$ cat src/rtl/uart_pkg.sv
// uart_pkg: shared UART types and constants.
//   tx_state_e    - transmitter FSM state encoding
//   byte_t        - one line byte
//   clks_per_bit  - system clocks per serial bit (integer division)
//   DATA_BITS, STOP_BITS - frame constants
package uart_pkg;

    localparam int unsigned DATA_BITS = 8;
    localparam int unsigned STOP_BITS = 1;

    typedef logic [DATA_BITS-1:0] byte_t;

    typedef enum logic [2:0] {
        TX_IDLE,
        TX_START,
        TX_DATA,
        TX_PARITY,
        TX_STOP
    } tx_state_e;

    function automatic int unsigned clks_per_bit(input int unsigned clock_freq,
                                                 input int unsigned baud_rate);
        return clock_freq / baud_rate;
    endfunction

endpackage

$ cat src/rtl/uart_tx_stream_if.sv
// uart_tx_stream_if: byte valid/ready stream into the UART transmitter.
//   data  - byte offered by the producer
//   valid - data is offered
//   ready - consumer can take a byte this edge
interface uart_tx_stream_if;

    uart_pkg::byte_t data;
    logic            valid;
    logic            ready;

    modport master (output data, output valid, input ready);
    modport slave  (input data, input valid, output ready);

endinterface

$ cat src/rtl/sync_fifo_8.sv
// sync_fifo_8: single-clock byte FIFO, synchronous active-low reset.
//   push/din      - write din when push and not full
//   pop/dout_c    - dout_c shows the head; pop advances it when not empty
//   full/empty    - registered occupancy flags
//   full_next_c, empty_next_c - flags as they will be after this edge
module sync_fifo_8 #(
    parameter int unsigned DEPTH = 16
) (
    input  logic       clk,
    input  logic       rst_n,
    input  logic       push,
    input  logic [7:0] din,
    input  logic       pop,
    output logic [7:0] dout_c,
    output logic       full,
    output logic       empty,
    output logic       full_next_c,
    output logic       empty_next_c
);

    localparam int unsigned PTR_W = $clog2(DEPTH);
    localparam int unsigned CNT_W = PTR_W + 1;

    logic [7:0]       mem [DEPTH];
    logic [PTR_W-1:0] wr_ptr_q, wr_ptr_d;
    logic [PTR_W-1:0] rd_ptr_q, rd_ptr_d;
    logic [CNT_W-1:0] count_q, count_d;
    logic             full_q, empty_q;
    logic             push_ok, pop_ok;

    // Overflow/underflow protection; pointers wrap naturally at DEPTH.
    always_comb begin
        push_ok      = push && !full_q;
        pop_ok       = pop && !empty_q;
        wr_ptr_d     = wr_ptr_q;
        rd_ptr_d     = rd_ptr_q;
        if (push_ok) wr_ptr_d = wr_ptr_q + PTR_W'(1);
        if (pop_ok)  rd_ptr_d = rd_ptr_q + PTR_W'(1);
        count_d      = count_q + CNT_W'(push_ok) - CNT_W'(pop_ok);
        full_next_c  = (count_d == CNT_W'(DEPTH));
        empty_next_c = (count_d == '0);
    end

    always_ff @(posedge clk) begin
        if (!rst_n) begin
            wr_ptr_q <= '0;
            rd_ptr_q <= '0;
            count_q  <= '0;
            full_q   <= 1'b0;
            empty_q  <= 1'b1;
        end else begin
            wr_ptr_q <= wr_ptr_d;
            rd_ptr_q <= rd_ptr_d;
            count_q  <= count_d;
            full_q   <= full_next_c;
            empty_q  <= empty_next_c;
        end
    end

    // Storage needs no reset; occupancy alone defines valid entries.
    always_ff @(posedge clk) begin
        if (push_ok) mem[wr_ptr_q] <= din;
    end

    assign dout_c = mem[rd_ptr_q];
    assign full   = full_q;
    assign empty  = empty_q;

endmodule

$ cat src/rtl/uart_tx_stream.sv
// uart_tx_stream: buffered UART transmitter, LSB first, idle-high line.
//   clk, rst_n - system clock, synchronous active-low reset
//   s          - byte stream in (uart_tx_stream_if.slave: data/valid/ready)
//   txd        - serial output, registered
//   busy       - FIFO non-empty or frame in progress, registered
// Build option: define UART_TX_PARITY_EN for 8E1 frames (even parity bit
// between data and stop); left undefined, frames are 8N1.
module uart_tx_stream
    import uart_pkg::*;
#(
    parameter int unsigned CLOCK_FREQ = 12000000,
    parameter int unsigned BAUD_RATE  = 19200,
    parameter int unsigned FIFO_DEPTH = 16
) (
    input  logic              clk,
    input  logic              rst_n,
    uart_tx_stream_if.slave   s,
    output logic              txd,
    output logic              busy
);

    localparam int unsigned CPB   = clks_per_bit(CLOCK_FREQ, BAUD_RATE);
    localparam int unsigned CNT_W = (CPB > 1) ? $clog2(CPB) : 1;
    localparam int unsigned BIT_W = $clog2(DATA_BITS);

    tx_state_e        state_q, state_d;
    logic [CNT_W-1:0] cnt_q, cnt_d;
    logic [BIT_W-1:0] bit_q, bit_d;
    byte_t            shift_q, shift_d;
    logic             txd_q, txd_d;
    logic             busy_q, busy_d;
    logic             ready_q, ready_d;
`ifdef UART_TX_PARITY_EN
    logic             parity_q, parity_d;
`endif

    logic  push_c, pop_c, bit_end_c;
    byte_t fifo_dout_c;
    logic  fifo_full, fifo_empty, fifo_full_next_c, fifo_empty_next_c;

    assign push_c = s.valid && ready_q && !fifo_full;

    sync_fifo_8 #(.DEPTH(FIFO_DEPTH)) u_fifo (
        .clk          (clk),
        .rst_n        (rst_n),
        .push         (push_c),
        .din          (s.data),
        .pop          (pop_c),
        .dout_c       (fifo_dout_c),
        .full         (fifo_full),
        .empty        (fifo_empty),
        .full_next_c  (fifo_full_next_c),
        .empty_next_c (fifo_empty_next_c)
    );

    // Next-state, baud counter, shifter and registered line/status values.
    always_comb begin
        state_d   = state_q;
        cnt_d     = cnt_q;
        bit_d     = bit_q;
        shift_d   = shift_q;
        pop_c     = 1'b0;
        txd_d     = 1'b1;
`ifdef UART_TX_PARITY_EN
        parity_d  = parity_q;
`endif
        bit_end_c = (cnt_q == CNT_W'(CPB - 1));

        // Counter idles at 0 and reloads at every bit boundary.
        if (state_q == TX_IDLE) cnt_d = '0;
        else                    cnt_d = bit_end_c ? '0 : cnt_q + CNT_W'(1);

        case (state_q)
            TX_IDLE: begin
                if (!fifo_empty) begin
                    pop_c   = 1'b1;
                    shift_d = fifo_dout_c;
`ifdef UART_TX_PARITY_EN
                    parity_d = ^fifo_dout_c;
`endif
                    state_d = TX_START;
                end
            end
            TX_START: begin
                if (bit_end_c) begin
                    bit_d   = '0;
                    state_d = TX_DATA;
                end
            end
            TX_DATA: begin
                if (bit_end_c) begin
                    if (bit_q == BIT_W'(DATA_BITS - 1)) begin
`ifdef UART_TX_PARITY_EN
                        state_d = TX_PARITY;
`else
                        state_d = TX_STOP;
`endif
                    end else begin
                        bit_d   = bit_q + BIT_W'(1);
                        shift_d = {1'b0, shift_q[DATA_BITS-1:1]};
                    end
                end
            end
`ifdef UART_TX_PARITY_EN
            TX_PARITY: begin
                if (bit_end_c) state_d = TX_STOP;
            end
`endif
            TX_STOP: begin
                // Chain straight into the next start bit when data waits.
                if (bit_end_c) begin
                    if (!fifo_empty) begin
                        pop_c   = 1'b1;
                        shift_d = fifo_dout_c;
`ifdef UART_TX_PARITY_EN
                        parity_d = ^fifo_dout_c;
`endif
                        state_d = TX_START;
                    end else begin
                        state_d = TX_IDLE;
                    end
                end
            end
            default: state_d = TX_IDLE;
        endcase

        // Line level follows the state being entered so txd is a clean flop.
        case (state_d)
            TX_START:  txd_d = 1'b0;
            TX_DATA:   txd_d = shift_d[0];
`ifdef UART_TX_PARITY_EN
            TX_PARITY: txd_d = parity_d;
`endif
            default:   txd_d = 1'b1;
        endcase

        busy_d  = !fifo_empty_next_c || (state_d != TX_IDLE);
        ready_d = !fifo_full_next_c;
    end

    always_ff @(posedge clk) begin
        if (!rst_n) begin
            state_q  <= TX_IDLE;
            cnt_q    <= '0;
            bit_q    <= '0;
            shift_q  <= '0;
            txd_q    <= 1'b1;
            busy_q   <= 1'b0;
            ready_q  <= 1'b0;
`ifdef UART_TX_PARITY_EN
            parity_q <= 1'b0;
`endif
        end else begin
            state_q  <= state_d;
            cnt_q    <= cnt_d;
            bit_q    <= bit_d;
            shift_q  <= shift_d;
            txd_q    <= txd_d;
            busy_q   <= busy_d;
            ready_q  <= ready_d;
`ifdef UART_TX_PARITY_EN
            parity_q <= parity_d;
`endif
        end
    end

    assign s.ready = ready_q;
    assign txd     = txd_q;
    assign busy    = busy_q;

endmodule

$ cat src/flat_wrapper.sv
// flat-port wrapper written by rule: the top's interface ports become plain ports
module uart_tx_stream_flat import uart_pkg::*;
#(
    parameter int unsigned CLOCK_FREQ = 12000000,
    parameter int unsigned BAUD_RATE  = 19200,
    parameter int unsigned FIFO_DEPTH = 16
)
  (clk, rst_n, txd, busy, s_data, s_valid, s_ready);
  uart_tx_stream_if s_i ();
  input  logic clk;
  input  logic rst_n;
  output logic txd;
  output logic busy;
  input wire logic [$bits(s_i.data)-1:0] s_data;
  input wire logic [$bits(s_i.valid)-1:0] s_valid;
  output wire logic [$bits(s_i.ready)-1:0] s_ready;
  assign s_i.data = s_data;
  assign s_i.valid = s_valid;
  assign s_ready = s_i.ready;
  uart_tx_stream #(.CLOCK_FREQ(CLOCK_FREQ), .BAUD_RATE(BAUD_RATE), .FIFO_DEPTH(FIFO_DEPTH)) u_core (.clk(clk), .rst_n(rst_n), .s(s_i), .txd(txd), .busy(busy));
endmodule
$ cat config.mk
export PLATFORM = sky130hd
export DESIGN_NAME = uart_tx_stream_flat
export DESIGN_NICKNAME = d
export VERILOG_FILES = /design/src/rtl/uart_pkg.sv /design/src/rtl/uart_tx_stream_if.sv /design/src/rtl/sync_fifo_8.sv /design/src/rtl/uart_tx_stream.sv /design/src/flat_wrapper.sv
export SDC_FILE = /design/constraint.sdc
export NUM_CORES = 1
export LEC_CHECK = 0
export ABC_AREA = 1
export ABC_CLOCK_PERIOD_IN_PS = 2800
export BUFFER_PORTS_ARGS = -buffer_cell sky130_fd_sc_hd__buf_2
export CAP_MARGIN = 20
export CELL_PAD_IN_SITES_DETAIL_PLACEMENT = 1
export CELL_PAD_IN_SITES_GLOBAL_PLACEMENT = 2
export CORE_MARGIN = 2
export CORE_UTILIZATION = 37
export DETAILED_ROUTE_END_ITERATION = 10
export PLACE_DENSITY_LB_ADDON = 0.1
export SYNTH_ARGS = -nofsm -noshare
export SYNTH_HDL_FRONTEND = slang
export SYNTH_HIERARCHICAL = 1
export SYNTH_SLANG_ARGS = --single-unit
$ cat constraint.sdc
create_clock -name clk -period 2.8 [get_ports clk]
set_clock_uncertainty 0.15 [all_clocks]
set_input_delay 0.28 -clock clk [delete_from_list [all_inputs] [get_ports clk]]
set_output_delay 0.28 -clock clk [all_outputs]
set_load 0.05 [all_outputs]
==> flow_summary.toml <==
[placement]
port_buffers = 13
gp_congestion = 0.792
dp_worst_setup_slack_ps = -425
dp_hpwl_mm = 13.4

[setup_path]
cp-start-kind = "register"
worstSetupPathType = "reg -> reg"
endpoint_kind = "register"
critPathCapture = "u_core/u_fifo/empty$_SDFF_PN1_"
critPathArrivalTime_ps = 3100
r2r_start = "u_core/cnt_q[1]$_SDFF_PP0_"
rrSetupSlack_ps = -140
cp.required_ps = 2960
reg2reg_depth = 25
crit_path_start = "u_core/cnt_q[1]$_SDFF_PP0_"
crit_path_max_fanout = 2
worst_r2r_endpoint = "u_core/u_fifo/empty$_SDFF_PN1_"

[logic_synthesis]
synth_cell_types = 39
syn_nets = 874
yosysMostFrequentCell = "nand2_1"
async_flop_share = 0
synth_top_cell_area_share = 0.481
synth_commonest_cells = "nand2_1, inv_1, edfxtp_1"
syn_area_per_cell_um2 = 9.41
synth_seq_cells = 174
synth_edf_count = 128
netlist_instances = 849
yosysTopAreaCell = "edfxtp_1"
synth_warnings = 6
yosysSeqAreaShare = 0.597
netlist_area_um2 = 7990
ys.flop_type = "edfxtp_1"
synth.top_cells.by_area = "edfxtp_1, dfxtp_1, nand2_1"

[drt]
routed_via_density = 4.83
ant_nets = 0
routedWlPerCell_um = 17.0
drt-initial-drc-count = 258
drc_errors = 0
drt_first_pass_iters = 4
vias = 5816
wirelength_mm = 20.4

[timing]
max_freq_ghz = 0.340
finalHoldViolCount = 0
rsz0062_at_grt = "yes"
finalSetupViolCount = 4
min_period_ps = 2940
fin_crit_sh = 1.05
setup_ws_ps = -143
tightest_slew_ps = 660
timing.slew.headroom = 0.559
drv_slew = 0

[power_and_ir_drop]
p_leak_nw = 4.03
vdd_drop_max_mv = 0.622
sequentialPowerShare = 0.377
p_switching_mw = 2.86
p_sw_frac = 0.350
p_per_area_nw_per_um2 = 865
p_comb_frac = 0.332
pwr-share-clk = 0.291
p_int_mw = 5.32

[floorplanning]
die_h_um = 151
start_util = 0.379
fp.dieArea_um2 = 22800
dieWidth_um = 151
num_rows = 53
core-area_um2 = 21100
io_pins = 14

[run]
cap_viol_max_count = 0

[clock_tree]
htreeDepth = 4
path_clk_slew_ps = 70
cts_buffers = 17
worstSkewPairLatency_ps = 430
cts_buffer_depth = 2
cts_tree = "built"
clockRootBuffer = "clkbuf_16"
holdBufCountCts = 0
cts.sinks = 174

[cells_and_area]
final_util = 0.449
layout-drive-gt1-share = 0.195
nets = 940
area_growth_pct = 18.4
insertedDiodeCount = 0
nFillCells = 2388

[worst_hold_path]
hold_class = "in -> reg"

[grt]
grt_pass1_wl_mm = 32.4
overflow = 0
grt_max_degree = 65
globalRouteTotalUtil = 0.190
grt_pass1_vias = 6034
antenna_found_initial = 0

[run_status]
outcome = "finished, violations left"
violations = "negative setup slack"
==> through the flow <==
step	cell area, um2	std cells	power, mW	hold WS (ps)	setup TNS [ps]
floorplan	8020	849	4.61	229	-383
global placement	8640	1160	5.29	303	-822
detailed placement	8640	1160	5.37	327	-1200
CTS	9350	1198	8.00	80.4	-176
global route	9460	1203	8.67	113	-1220
finish	9460	1203	8.19	100	-410
==> worst min path at each step <==
stage / startpoint / to / slack, ps / cells past startpoint
6_report: rst_n / u_core/u_fifo/empty$_SDFF_PN1_ / 100 / 2
5_1_grt: rst_n / u_core/u_fifo/empty$_SDFF_PN1_ / 110 / 2
4_1_cts: rst_n / u_core/u_fifo/empty$_SDFF_PN1_ / 80 / 2
3_5_place_dp: u_core/bit_q[2]$_SDFFE_PN0P_ / u_core/bit_q[2]$_SDFFE_PN0P_ / 330 / 2
3_3_place_gp: u_core/bit_q[2]$_SDFFE_PN0P_ / u_core/bit_q[2]$_SDFFE_PN0P_ / 300 / 2
2_1_floorplan: s_data[0] / u_core/u_fifo/mem[0][0]$_DFFE_PP_ / 230 / 0
==> critical path, cell delays in order (launching register included) <==
cell and delay [ps]:
dfxtp_2 330, inv_2 60, ha_4 130, nand2_4 40
nor2_4 110, nand3_4 90, nand2_4 90, nand2_4 60
nor2_4 80, inv_2 40, nor2_4 80, inv_2 60
nor2_4 100, inv_2 50, nand2_2 70, ha_4 140
inv_2 40, fa_2 330, nand3b_1 200, buf_4 170
nand3_4 70, nand2_4 70, nand3_4 60, buf_4 110
buf_6 70, nand2_1 30
==> cell usage in the layout (no fill, tap or decap), types with 3 or more instances in the layout <==
cell type | Yosys | final
nand2_1 | 228 | 221
inv_1 | 137 | 128
edfxtp_1 | 128 | 128
nand3_1 | 112 | 109
buf_4 | 3 | 55
nor2_1 | 54 | 49
dfxtp_1 | 46 | 43
clkbuf_16 | 0 | 17
inv_2 | 8 | 17
a21oi_1 | 17 | 17
buf_2 | 13 | 13
a21oi_2 | 13 | 13
nand2_2 | 9 | 11
ha_1 | 13 | 11
o21ai_0 | 9 | 9
nor2_4 | 5 | 8
inv_6 | 0 | 6
nand2_4 | 1 | 6
nor3_1 | 6 | 6
inv_8 | 0 | 5
nand3_4 | 2 | 5
nor2_2 | 3 | 5
mux2i_1 | 5 | 5
or2_0 | 5 | 5
buf_6 | 8 | 4
dfxtp_2 | 0 | 3
buf_12 | 0 | 3
==> layer usage <==
metal  up-vias  GRT usage  wire length, um  part of all wire
met3        23     0.0295              398             0.019
met1      2870      0.253             9680              0.47
met4         0     0.0589              335             0.016
met2        65      0.320            10000              0.49
li1       2858          -                -                 -
met5         -          0                0                 0
==> what timing repair did <==
| action | in CTS | in global routing |
|---|---|---|
| resized for setup | 18 | 16 |
| pin swaps | 14 | 5 |
| setup buffers | 6 | 6 |
| endpoints found under the setup margin | 5 | 6 |
==> sequential cells by signal, indices dropped and copies added (netlist names), named ones only <==
signal                  count
u_core/u_fifo/mem         128
u_core/cnt_q               10
u_core/shift_q              8
u_core/u_fifo/count_q       5
u_core/u_fifo/rd_ptr_q      4
u_core/u_fifo/wr_ptr_q      4
u_core/bit_q                3
u_core/state_q              3
u_core/busy                 1
u_core/s.ready              1
u_core/txd                  1
u_core/u_fifo/empty         1
u_core/u_fifo/full          1
==> cells by family after synthesis <==
family / after synthesis / synth area share
buffers and inverters: 174 / 0.0942
muxes: 5 / 0.00627
and+or+nand+nor: 433 / 0.240
DFF: 174 / 0.597
AOI/OAI and AO/OA: 46 / 0.0370
xor gates and xnor gates: 3 / 0.00329
adders and majority gates: 14 / 0.0229
==> power groups by stage <==
| stage | logic (mW) | registers (mW) | clock network [mW] |
|---|---|---|---|
| 2_1_floorplan | 1.45 | 3.16 | 0 |
| 3_3_place_gp | 2.16 | 3.13 | 0 |
| 3_5_place_dp | 2.23 | 3.14 | 0 |
| 4_1_cts | 2.46 | 3.09 | 2.45 |
| 5_1_grt | 3.02 | 3.11 | 2.54 |
| 6_report | 2.72 | 3.09 | 2.38 |
==> layout make-up <==
class	instances	area (um2)	share of cell area
Sequential cell	174	4770	0.504
Clock inverter	15	166	0.0176
Clock buffer	17	425	0.0450
Multi-Input combinational cell	501	2620	0.277
Tap cell	275	344	0.0364
Timing Repair Buffer	75	583	0.0616
Inverter	146	548	0.0579
Power figures use the tool's default switching activity.
